## config.mk

```make
export PLATFORM = sky130hd
export DESIGN_NAME = tlut_temporal_cmp_flat
export DESIGN_NICKNAME = d
export VERILOG_FILES = /design/src/rtl/tlut_temporal_cmp_if.sv /design/src/rtl/tlut_temporal_cmp.sv /design/src/flat_wrapper.sv
export SDC_FILE = /design/constraint.sdc
export NUM_CORES = 1
export LEC_CHECK = 0
export ABC_AREA = 0
export CORE_UTILIZATION = 59
export CTS_BUF_LIST = sky130_fd_sc_hd__clkbuf_2 sky130_fd_sc_hd__clkbuf_4 sky130_fd_sc_hd__clkbuf_8
export CTS_CLUSTER_SIZE = 28
export DETAILED_ROUTE_END_ITERATION = 8
export PLACE_DENSITY = 0.85
export SLEW_MARGIN = 0
export SYNTH_ARGS = -nofsm -noshare
export SYNTH_HDL_FRONTEND = slang
export SYNTH_SLANG_ARGS = --single-unit
```

## constraint.sdc

```tcl
create_clock -name clk -period 5.7 [get_ports clk]
set_input_delay 0.57 -clock clk [delete_from_list [all_inputs] [get_ports clk]]
set_output_delay 0.57 -clock clk [all_outputs]
set_load 0.02 [all_outputs]
```

## src/rtl/tlut_temporal_cmp_if.sv

```systemverilog
// ---------------------------------------------------------------------------
// tlut_temporal_cmp_if
// Handshake and data bundle between the operand buffer / adder-tree side
// (master) and the temporal comparator (slave).
//   start     master->slave  request a new sweep (taken only while in_ready)
//   mode      master->slave  0 = equality pulse, 1 = thermometer
//   enable    master->slave  sweep advance; low stalls the sweep
//   in        master->slave  DIM_A operands of INPUT_WIDTH bits
//   in_ready  slave->master  comparator idle, start will be accepted
//   busy      slave->master  sweep in progress
//   cnt_out   slave->master  counter value of the current beat
//   cmp_out   slave->master  per-channel compare bits of the current beat
//   cmp_valid slave->master  cnt_out/cmp_out hold a valid beat
//   hit_mask  slave->master  sticky per-channel equality-seen flags
//   done      slave->master  one-cycle pulse with the final beat
// ---------------------------------------------------------------------------
interface tlut_temporal_cmp_if #(
   parameter int INPUT_WIDTH = 8,
   parameter int DIM_A       = 16
);
   logic                                 start;
   logic                                 mode;
   logic                                 enable;
   logic [DIM_A-1:0][INPUT_WIDTH-1:0]    in;
   logic                                 in_ready;
   logic                                 busy;
   logic [INPUT_WIDTH-1:0]               cnt_out;
   logic [DIM_A-1:0]                     cmp_out;
   logic                                 cmp_valid;
   logic [DIM_A-1:0]                     hit_mask;
   logic                                 done;

   modport master (
      output start, mode, enable, in,
      input  in_ready, busy, cnt_out, cmp_out, cmp_valid, hit_mask, done
   );

   modport slave (
      input  start, mode, enable, in,
      output in_ready, busy, cnt_out, cmp_out, cmp_valid, hit_mask, done
   );
endinterface

```

## src/rtl/tlut_temporal_cmp.sv

```systemverilog
// ---------------------------------------------------------------------------
// tlut_temporal_cmp
// Self-timed temporal comparator for the temporal-LUT multiplier datapath.
// On an accepted start it latches DIM_A operands and a compare mode, then
// sweeps an internal counter 0..SWEEP_LEN-1, one step per enabled cycle.
// Each enabled step emits a registered beat: per-channel equality pulses
// (in==cnt) or thermometer bits (in>cnt), plus the counter value the beat
// belongs to. Equality hits are accumulated into a sticky hit mask.
// Ports:
//   clk    clock
//   rst_n  asynchronous reset, active low
//   bus    tlut_temporal_cmp_if slave modport (handshake, operands, beats)
// ---------------------------------------------------------------------------
module tlut_temporal_cmp #(
   parameter int INPUT_WIDTH = 8,
   parameter int DIM_A       = 16,
   parameter int SWEEP_LEN   = 256
) (
   input  logic                  clk,
   input  logic                  rst_n,
   tlut_temporal_cmp_if.slave    bus
);

   typedef enum logic [1:0] {
      S_IDLE  = 2'd0,
      S_SWEEP = 2'd1,
      S_DONE  = 2'd2
   } state_t;

   // Terminal count. With SWEEP_LEN == 2**INPUT_WIDTH this is all ones, so
   // the counter stops on it instead of wrapping before DONE.
   localparam logic [INPUT_WIDTH-1:0] C_LAST = INPUT_WIDTH'(SWEEP_LEN - 1);

   state_t                               r_state;
   logic [INPUT_WIDTH-1:0]               r_cnt;
   logic [DIM_A-1:0][INPUT_WIDTH-1:0]    r_inQ;
   logic                                 r_modeQ;
   logic [INPUT_WIDTH-1:0]               r_cntOut;
   logic [DIM_A-1:0]                     r_cmpOut;
   logic                                 r_cmpValid;
   logic [DIM_A-1:0]                     r_hitMask;

   logic [DIM_A-1:0]                     w_eq;
   logic [DIM_A-1:0]                     w_gt;

   // Per-channel unsigned compares of the latched operands against the
   // current counter value.
   always_comb begin
      w_eq = '0;
      w_gt = '0;
      for (int i = 0; i < DIM_A; i++) begin
         w_eq[i] = (r_inQ[i] == r_cnt);
         w_gt[i] = (r_inQ[i] >  r_cnt);
      end
   end

   // Sweep controller. A stalled cycle drops cmp_valid but keeps the last
   // beat, counter and hit mask. The hit mask is only cleared by the next
   // accepted start so it stays readable after done.
   always_ff @(posedge clk or negedge rst_n) begin
      if (!rst_n) begin
         r_state    <= S_IDLE;
         r_cnt      <= '0;
         r_inQ      <= '0;
         r_modeQ    <= 1'b0;
         r_cntOut   <= '0;
         r_cmpOut   <= '0;
         r_cmpValid <= 1'b0;
         r_hitMask  <= '0;
      end else begin
         case (r_state)
            S_IDLE: begin
               if (bus.start) begin
                  r_inQ     <= bus.in;
                  r_modeQ   <= bus.mode;
                  r_cnt     <= '0;
                  r_hitMask <= '0;
                  r_state   <= S_SWEEP;
               end
            end
            S_SWEEP: begin
               if (bus.enable) begin
                  r_cmpOut   <= r_modeQ ? w_gt : w_eq;
                  r_cntOut   <= r_cnt;
                  r_cmpValid <= 1'b1;
                  r_hitMask  <= r_hitMask | w_eq;
                  if (r_cnt == C_LAST) begin
                     r_state <= S_DONE;
                  end else begin
                     r_cnt <= r_cnt + INPUT_WIDTH'(1);
                  end
               end else begin
                  r_cmpValid <= 1'b0;
               end
            end
            S_DONE: begin
               r_cmpValid <= 1'b0;
               r_cmpOut   <= '0;
               r_state    <= S_IDLE;
            end
            default: begin
               r_state <= S_IDLE;
            end
         endcase
      end
   end

   assign bus.in_ready  = (r_state == S_IDLE);
   assign bus.busy      = (r_state != S_IDLE);
   assign bus.done      = (r_state == S_DONE);
   assign bus.cnt_out   = r_cntOut;
   assign bus.cmp_out   = r_cmpOut;
   assign bus.cmp_valid = r_cmpValid;
   assign bus.hit_mask  = r_hitMask;

endmodule
```

## src/flat_wrapper.sv

```systemverilog
// flat-port wrapper written by rule: the top's interface ports become plain ports
module tlut_temporal_cmp_flat 
#(
   parameter int INPUT_WIDTH = 8,
   parameter int DIM_A       = 16,
   parameter int SWEEP_LEN   = 256
)
  (clk, rst_n, bus_start, bus_mode, bus_enable, bus_in, bus_in_ready, bus_busy, bus_cnt_out, bus_cmp_out, bus_cmp_valid, bus_hit_mask, bus_done);
  tlut_temporal_cmp_if #(.INPUT_WIDTH(INPUT_WIDTH), .DIM_A(DIM_A)) bus_i ();
  input  logic clk;
  input  logic rst_n;
  input wire logic [$bits(bus_i.start)-1:0] bus_start;
  input wire logic [$bits(bus_i.mode)-1:0] bus_mode;
  input wire logic [$bits(bus_i.enable)-1:0] bus_enable;
  input wire logic [$bits(bus_i.in)-1:0] bus_in;
  output wire logic [$bits(bus_i.in_ready)-1:0] bus_in_ready;
  output wire logic [$bits(bus_i.busy)-1:0] bus_busy;
  output wire logic [$bits(bus_i.cnt_out)-1:0] bus_cnt_out;
  output wire logic [$bits(bus_i.cmp_out)-1:0] bus_cmp_out;
  output wire logic [$bits(bus_i.cmp_valid)-1:0] bus_cmp_valid;
  output wire logic [$bits(bus_i.hit_mask)-1:0] bus_hit_mask;
  output wire logic [$bits(bus_i.done)-1:0] bus_done;
  assign bus_i.start = bus_start;
  assign bus_i.mode = bus_mode;
  assign bus_i.enable = bus_enable;
  assign bus_i.in = bus_in;
  assign bus_in_ready = bus_i.in_ready;
  assign bus_busy = bus_i.busy;
  assign bus_cnt_out = bus_i.cnt_out;
  assign bus_cmp_out = bus_i.cmp_out;
  assign bus_cmp_valid = bus_i.cmp_valid;
  assign bus_hit_mask = bus_i.hit_mask;
  assign bus_done = bus_i.done;
  tlut_temporal_cmp #(.INPUT_WIDTH(INPUT_WIDTH), .DIM_A(DIM_A), .SWEEP_LEN(SWEEP_LEN)) u_core (.clk(clk), .rst_n(rst_n), .bus(bus_i));
endmodule
```

After elaboration in Yosys (flattened, before gate mapping)
Cells that the tools add are included.

Flip-flop bits (word level): 180. Bits of input ports: 133. Output and inout bits: 44. Word-level logic and storage cells: 90.

$add $sub $neg: 1. $lt $le $gt $ge: 16. Eq/ne operators: 23. Muxes and demuxes: 16. Bitwise logic cells: 1. Reductions and logical operators: 10.

Operator list (number): == test 8 bit (16); > comparator 8 bit (16); 2-to-1 mux 16 bit (4); case mux 16 bit (2 select lines) (2); 2-to-1 mux 8 bit (3); OR 16 bit (1); case mux 8 bit (2 select lines) (1); adder 8 x 1 -> 8 bit (second input constant) (1); == test 8 bit (second input constant) (1); 2-to-1 mux 2 bit (3); != test 2 bit (second input constant) (3); AND reduction 2 bit (3); AND reduction 3 bit (2); nonzero test 2 bit (3); case mux 2 bit (2 select lines) (1); AND reduction 4 bit (1); == test 2 x 1 -> 1 bit (second input constant) (1); == test 2 bit (second input constant) (1); zero test 2 bit (1); != test 2 x 1 -> 1 bit (second input constant) (1); case mux 1 bit (2 select lines) (1); 2-to-1 mux 1 bit (1).

Depth between registers and ports, before layout
Gate-level depths: netlist of the first run.

Depth after elaboration: 4. Depth in mapped cells: 8. Depth with buffers taken out: 7.

Least setup slack after synthesis of the first run
Ideal clock, no wire load.

Kind: register to register. From: register u_core.r_cnt[1]. To: register u_core.r_cmpOut[11], in the netlist u_core.bus.cmp_out[11]. Library setup time: 133 ps. Arrival: 1782 ps. Data required time: 5567 ps. Setup slack: 3785 ps. Cell stages (with the launch flop): 8. Buffers on the path: 0. Clock period less this slack: 1915 ps. Cells stage by stage: dfrtp_1 > inv_1 > ha_1 > nor2b_1 > o211ai_1 > a21oi_1 > a2111oi_0 > o31ai_1.

Longest elaborated chain between the ends: 4.

RTL lines: start: declaration (line tlut_temporal_cmp.sv:35) `logic [INPUT_WIDTH-1:0] r_cnt;`; start signal: assignment (line tlut_temporal_cmp.sv:90) `r_cnt <= r_cnt + INPUT_WIDTH'(1);`; > comparator 8 bit or == test 8 bit (tied branches) (line tlut_temporal_cmp.sv:53, tlut_temporal_cmp.sv:52); 2-to-1 mux 16 bit (*) (line tlut_temporal_cmp.sv:83) `r_cmpOut <= r_modeQ ? w_gt : w_eq;`; 2-to-1 mux 16 bit (*) (line tlut_temporal_cmp.sv:82) `if (bus.enable) begin`; case mux 16 bit (2 select lines) (*) (line tlut_temporal_cmp.sv:71) `case (r_state)`; end signal: assignment (line tlut_temporal_cmp.sv:83); end: declaration (line tlut_temporal_cmp.sv:39) `logic [DIM_A-1:0] r_cmpOut;`.

Every way passes the cells marked *; elsewhere a longest branch is shown, timed or not. The select of a mux whose other input is x is not followed. A chain may end at the register's enable or synchronous reset.

Final worst setup path of the first run
From: register u_core.r_state[0]. To: register u_core.r_inQ[65] (netlist bit).

Longest elaborated chain between the ends: 2.

RTL lines: start: declaration (line tlut_temporal_cmp.sv:34) `state_t r_state;`; start signal: assignment (line tlut_temporal_cmp.sv:62) `r_state <= S_IDLE;`; start signal: assignment (line tlut_temporal_cmp.sv:78) `r_state <= S_SWEEP;`; start signal: assignment (line tlut_temporal_cmp.sv:88) `r_state <= S_DONE;`; zero test 2 bit (line tlut_temporal_cmp.sv:71); AND reduction 2 bit (no source line); end signal: assignment (line tlut_temporal_cmp.sv:74) `r_inQ <= bus.in;`; end: declaration (line tlut_temporal_cmp.sv:36) `logic [DIM_A-1:0][INPUT_WIDTH-1:0] r_inQ;`.

Every way passes these cells.

==> metrics.txt, run 1 <==
unrepaired setup endpoints after global routing=no; GRT Total Usage=29.8%; top post-synthesis cells by area=dfrtp_1, ha_1, mux2_1; CP startpoint kind=flip-flop; Worst Setup Path Type=reg -> reg; Worst Path Required=6040 ps; most frequent cell after synthesis=dfrtp_1; mux cell area share after synthesis=15.3%; 1st-iter DRT viols=506; Final Cycle Share=49.7%; Placed Area=11700 um^2; Final Hold Viols=0; WL/cell=19.1 um; Comb power frac=45.9%; CTS Buf Count=17; Synth Flop Type=dfrtp_1; pwr dens=478 nW/um^2; R2R Path End=u_core.r_inQ[65]$_DFFE_PN0P_; Post-Syn Nets=1120; Yosys warning total=0; Nets=1301; Switch Pwr=2.22 mW; CP bufs+invs=2; Hold Crit Class=in -> async; sequential share of power=38.2%; worst slew pin tran=1240 ps; final setup fails=0; worst vdd ir=0.241 mV; Core Area=15900 um^2; initial core utilization=60.9%; die width=130 um; Yosys top cell by area=dfrtp_1; GR Layer Usage met1=37.2%; met3 Track Usage GR=6.36%; DRC Markers=0; via count=7402; syn avg cell area=11.4 um^2; largest family of logic cells by synthesized area=adder cells; Final Cell Area=12100 um^2; switching share of power=38.3%; layout cells sized above 1=7.63%; clock network power share=15.9%; RePlAce Congestion=0.802; vias in the first global route=7442; io pins=177; Final min period=2830 ps; cells after synthesis=855; Area Overhead vs Synth=25.1%; Worst path depth=5; r2r worst-path depth=5; met2 usage=50.9%; leak pwr=5.30 nW; Die Span Y=130 um; Post-Synth XOR/XNOR Area=0.451%; R2R Path Start=u_core.r_state[0]$_DFFE_PN0P_; # hold bufs at CTS=0; #FFs+latches synth=180; Crit Path Max Fanout=81; delay-heaviest family, CP=buffers and inverters; CTS root buf=clkbuf_8; Die Area=17000 um^2; cell area after synthesis=9710 um^2; WL final=24200 um; grt ovf=0; fin. max-slew vios=0; FF+latch area=4500 um^2; setup repair bufs after CTS=0; count of cell types in the netlist=38; Max transition margin=17.5%; IO buf count=176; H-tree level count=4; Post-synth EDFFs=0; Max Cap Viol=0; sequential area share after synthesis=46.4%; r2r setup slk=2870 ps; post-route setup TNS=0 ps; Worst EP arrival=3180 ps; DR pass1 iterations=5; post-cts sizing count=0; Crit. End Element=flip-flop; clock tree skew after final layout=6.66 ps; Synth Area in Simple Gates=8.96%; max incr delay on CP=910 ps; Post-Synth Adder-Cell Area=17.0%; final worst slack=2870 ps; global-route wire length before repair=37700 um; total power=5.80 mW; ANT nets after route=0; clk_lat worst skew=460 ps; Placement Setup Slack=2580 ps; floorplan row count=46; area fraction in compound gates after synthesis=9.04%; deepest clock path buffer count=2; hpwl dp=16500 um; top cell type's share of synthesized area=46.4%; TritonCTS clock tree=built; GRT busiest layer=met2; most frequent cells after synthesis=dfrtp_1, ha_1, mux2_1, a21oi_1, nor2_1; Max Fclk=353 MHz; FFs w/ async S/R, synth=100%; fill count=1080; area of the multi-input gates=4950 um^2; largest net degree at the start of global routing=82; Slowest-stage cell, CP=buf_4; crit-path cells=inv_1, ha_1, nand2_4, buf_4, mux2_1; antenna violations before repair=2; status=complete, no violations; Util after Layout=76.2%; CTS Sinks=180; Via density=5.85; cell-internal power=3.58 mW; Clk pin slew, worst setup/hold paths=80 ps
-- sequential cells by signal (all words and copies together), names as in the netlist --
signal and count:
u_core.bus.cmp_valid 1, u_core.r_inQ 128, u_core.bus.hit_mask 16, u_core.r_cnt 8, u_core.r_modeQ 1, u_core.bus.cmp_out 16, u_core.r_state 2, u_core.bus.cnt_out 8
-- cells in the final DEF, fill, tap and decap left out, drive strengths merged, types with 2 or more instances in the layout --
cell type and count:
and3 2, bufinv 2, mux2 130, o31ai 2, a22oi 11, dfrtp 180
nand2 63, nand4b 2, nand3 6, mux2i 2, o21ai 37, a2111oi 2
nor2b 3, ha 132, a32oi 13, a21oi 81, diode 2, nor3 2
o211ai 2, clkbuf 28, buf 11, a31oi 2, clkdlybuf4s50 175, inv 41
nor2 71, xnor2 5, nand4 35
-- cells by family (layout without fill, tap and decap cells) --
group,Yosys count,after routing
and+or+nand+nor,189,189
DFF,180,180
AOI/OAI and AO/OA,152,152
adders and majority gates,132,132
muxes,132,132
buffers and inverters,65,258
xor gates and xnor gates,5,5
other,0,2
-- how the worst max path moves through the flow --
stage | start | endpoint | slack (ps)
after floorplan | u_core.r_cnt[1]$_DFFE_PN0P_ | u_core.bus.cmp_out[11]$_DFFE_PN0P_ | 3780
after global placement | bus_start | u_core.r_inQ[52]$_DFFE_PN0P_ | 2600
after detailed placement | bus_start | u_core.r_inQ[52]$_DFFE_PN0P_ | 2580
after CTS | u_core.r_state[0]$_DFFE_PN0P_ | u_core.r_inQ[65]$_DFFE_PN0P_ | 2860
after global routing | u_core.r_state[0]$_DFFE_PN0P_ | u_core.r_cnt[1]$_DFFE_PN0P_ | 2680
final | u_core.r_state[0]$_DFFE_PN0P_ | u_core.r_inQ[65]$_DFFE_PN0P_ | 2870
-- layer usage --
| layer | up-vias | routed length [um] |
|---|---|---|
| li1 | 3468 | - |
| met1 | 3634 | 10100 |
| met2 | 262 | 12000 |
| met3 | 38 | 1570 |
| met4 | 0 | 488 |
| met5 | - | 0 |
-- power by group through the flow --
stage               Sequential (mW)  Combinational [mW]  Clock [mW]
finish                         2.22                2.66       0.921
global route                   2.28                3.01       0.982
CTS                            2.21                2.66       0.933
detailed placement             2.23                2.62           0
global placement               2.20                2.45           0
floorplan                      2.18                1.78           0
-- cell type report --
type | count | share of cell area [%]
clock buffers | 28 | 2.92
inverters | 41 | 1.27
well taps | 216 | 2.23
repair buffers | 186 | 15.1
multi-input cells | 610 | 40.8
diodes | 2 | 0.0412
flip-flops and latches | 180 | 37.1
clock inverters | 3 | 0.536
-- stage by stage --
stage / hold slack [ps] / std cells
2_1_floorplan: 274 / 855
3_3_place_gp: 461 / 1233
3_5_place_dp: 475 / 1233
4_1_cts: 82.2 / 1264
5_1_grt: 93.3 / 1266
6_report: 65.9 / 1266
(Power assumes the default switching activity.)
==> run 2, diff against run 1 <==
- CORE_UTILIZATION: 59 -> 49
- PLACE_DENSITY: 0.85 -> 0.75
- clock period: 5.7 -> 2.35 ns (I/O delays scaled with it)
==> metrics.txt, run 2 (same netlist as run 1, synthesis figures left out) <==
status=complete, no violations; GRT Total Usage=24.8%; Area Overhead vs Synth=27.9%; r2r worst-path depth=6; CTS root buf=clkbuf_8; CTS Buf Count=17; fin. max-slew vios=0; Crit. End Element=output port; Hold Crit Class=in -> async; Worst EP arrival=2000 ps; TritonCTS clock tree=built; Die Area=20400 um^2; Final Cycle Share=95.1%; Max transition margin=46.7%; leak pwr=5.40 nW; Worst Path Required=2120 ps; floorplan row count=51; switching share of power=38.6%; WL/cell=17.7 um; area of the multi-input gates=4960 um^2; final setup fails=0; CP startpoint kind=flip-flop; global-route wire length before repair=38000 um; cell-internal power=8.60 mW; die width=143 um; deepest clock path buffer count=2; Via density=5.45; Clk pin slew, worst setup/hold paths=100 ps; pwr dens=1130 nW/um^2; max reg flops=128; layout cells sized above 1=9.52%; commonest non-fill, non-tap cell in the layout=dfrtp_1; FF+latch area=4500 um^2; worst vdd ir=0.491 mV; Crit Path Max Fanout=5; DR pass1 iterations=4; Worst Setup Path Type=reg -> out; initial core utilization=49.9%; Max Cap Viol=0; via count=7280; clock network power share=15.3%; RePlAce Congestion=0.801; io pins=177; clk_lat worst skew=470 ps; Core Area=19500 um^2; # hold bufs at CTS=1; most frequent cells in the layout=dfrtp_1, clkdlybuf4s50_1, ha_1, mux2_1, a21oi_1; WL final=23600 um; Final Hold Viols=0; setup repair bufs after CTS=0; met2 routed WL=11100 um; DRC Markers=0; worst slew pin tran=783 ps; H-tree level count=4; met3 WL=1290 um; IO buf count=176; Comb power frac=46.8%; Nets=1323; post-route setup TNS=0 ps; total power=14.0 mW; Max Fclk=448 MHz; Switch Pwr=5.40 mW; sequential share of power=38.0%; wl on met1=10900 um; CTS Sinks=180; fill count=1579; final worst slack=116 ps; largest net degree at the start of global routing=69; unrepaired setup endpoints after global routing=no; Top Metal Used=met4; Placement Setup Slack=309 ps; # diodes=0; Die Span Y=143 um; Util after Layout=63.8%; ANT nets after route=0; clock tree skew after final layout=15.3 ps; post-cts sizing count=0; hpwl dp=17300 um; Biggest register=u_core.r_inQ; 1st-iter DRT viols=373; Final Cell Area=12400 um^2; grt ovf=0; vias in the first global route=7322; antenna violations before repair=0; Final min period=2230 ps; Placed Area=12000 um^2
==> run 2: worst max-delay path, cell delays in order, from the launching register on <==
cell             delay (ps)
dfrtp_1                 390
inv_1                   100
ha_1                    360
clkdlybuf4s50_1         680
==> run 2: metal layers <==
layer | up-vias | global-route usage (%)
met5 | - | 0
met3 | 17 | 4.56
met2 | 180 | 40.7
li1 | 3508 | -
met4 | 0 | 6.62
met1 | 3575 | 33.8
==> run 2: worst paths after layout <==
check	startpoint	to	slack, ps
min reg2reg	u_core.bus.cnt_out[2]$_DFFE_PN0P_	u_core.bus.cnt_out[2]$_DFFE_PN0P_	480
max reg2reg	u_core.r_cnt[4]$_DFFE_PN0P_	u_core.bus.cmp_out[11]$_DFFE_PN0P_	260
max	u_core.r_state[0]$_DFFE_PN0P_	bus_done	120
min	rst_n	u_core.bus.cmp_out[1]$_DFFE_PN0P_	240
max in group asynchronous	rst_n	u_core.r_inQ[66]$_DFFE_PN0P_	1380
min in group clk	bus_in[125]	u_core.r_inQ[125]$_DFFE_PN0P_	340
==> run 2: power groups by stage <==
stage               registers (mW)  clock network [mW]  logic, mW
floorplan                     5.29                   0       4.32
global placement              5.32                   0       6.25
detailed placement            5.36                   0       6.57
CTS                           5.31                2.21       6.61
global route                  5.48                2.32       7.47
finish                        5.32                2.14       6.55
==> run 2: layout make-up <==
| class | count | area share (%) |
|---|---|---|
| Clock buffer | 18 | 1.95 |
| Clock inverter | 14 | 1.26 |
| Inverter | 41 | 1.24 |
| Multi-Input combinational cell | 610 | 39.9 |
| Sequential cell | 180 | 36.3 |
| Tap cell | 265 | 2.67 |
| Timing Repair Buffer | 208 | 16.7 |
==> run 2: metrics by stage <==
stage,hold WS (ps),cells
floorplan,-60.6,855
global placement,185,1303
detailed placement,190,1303
CTS,241,1336
global route,278,1336
finish,245,1336
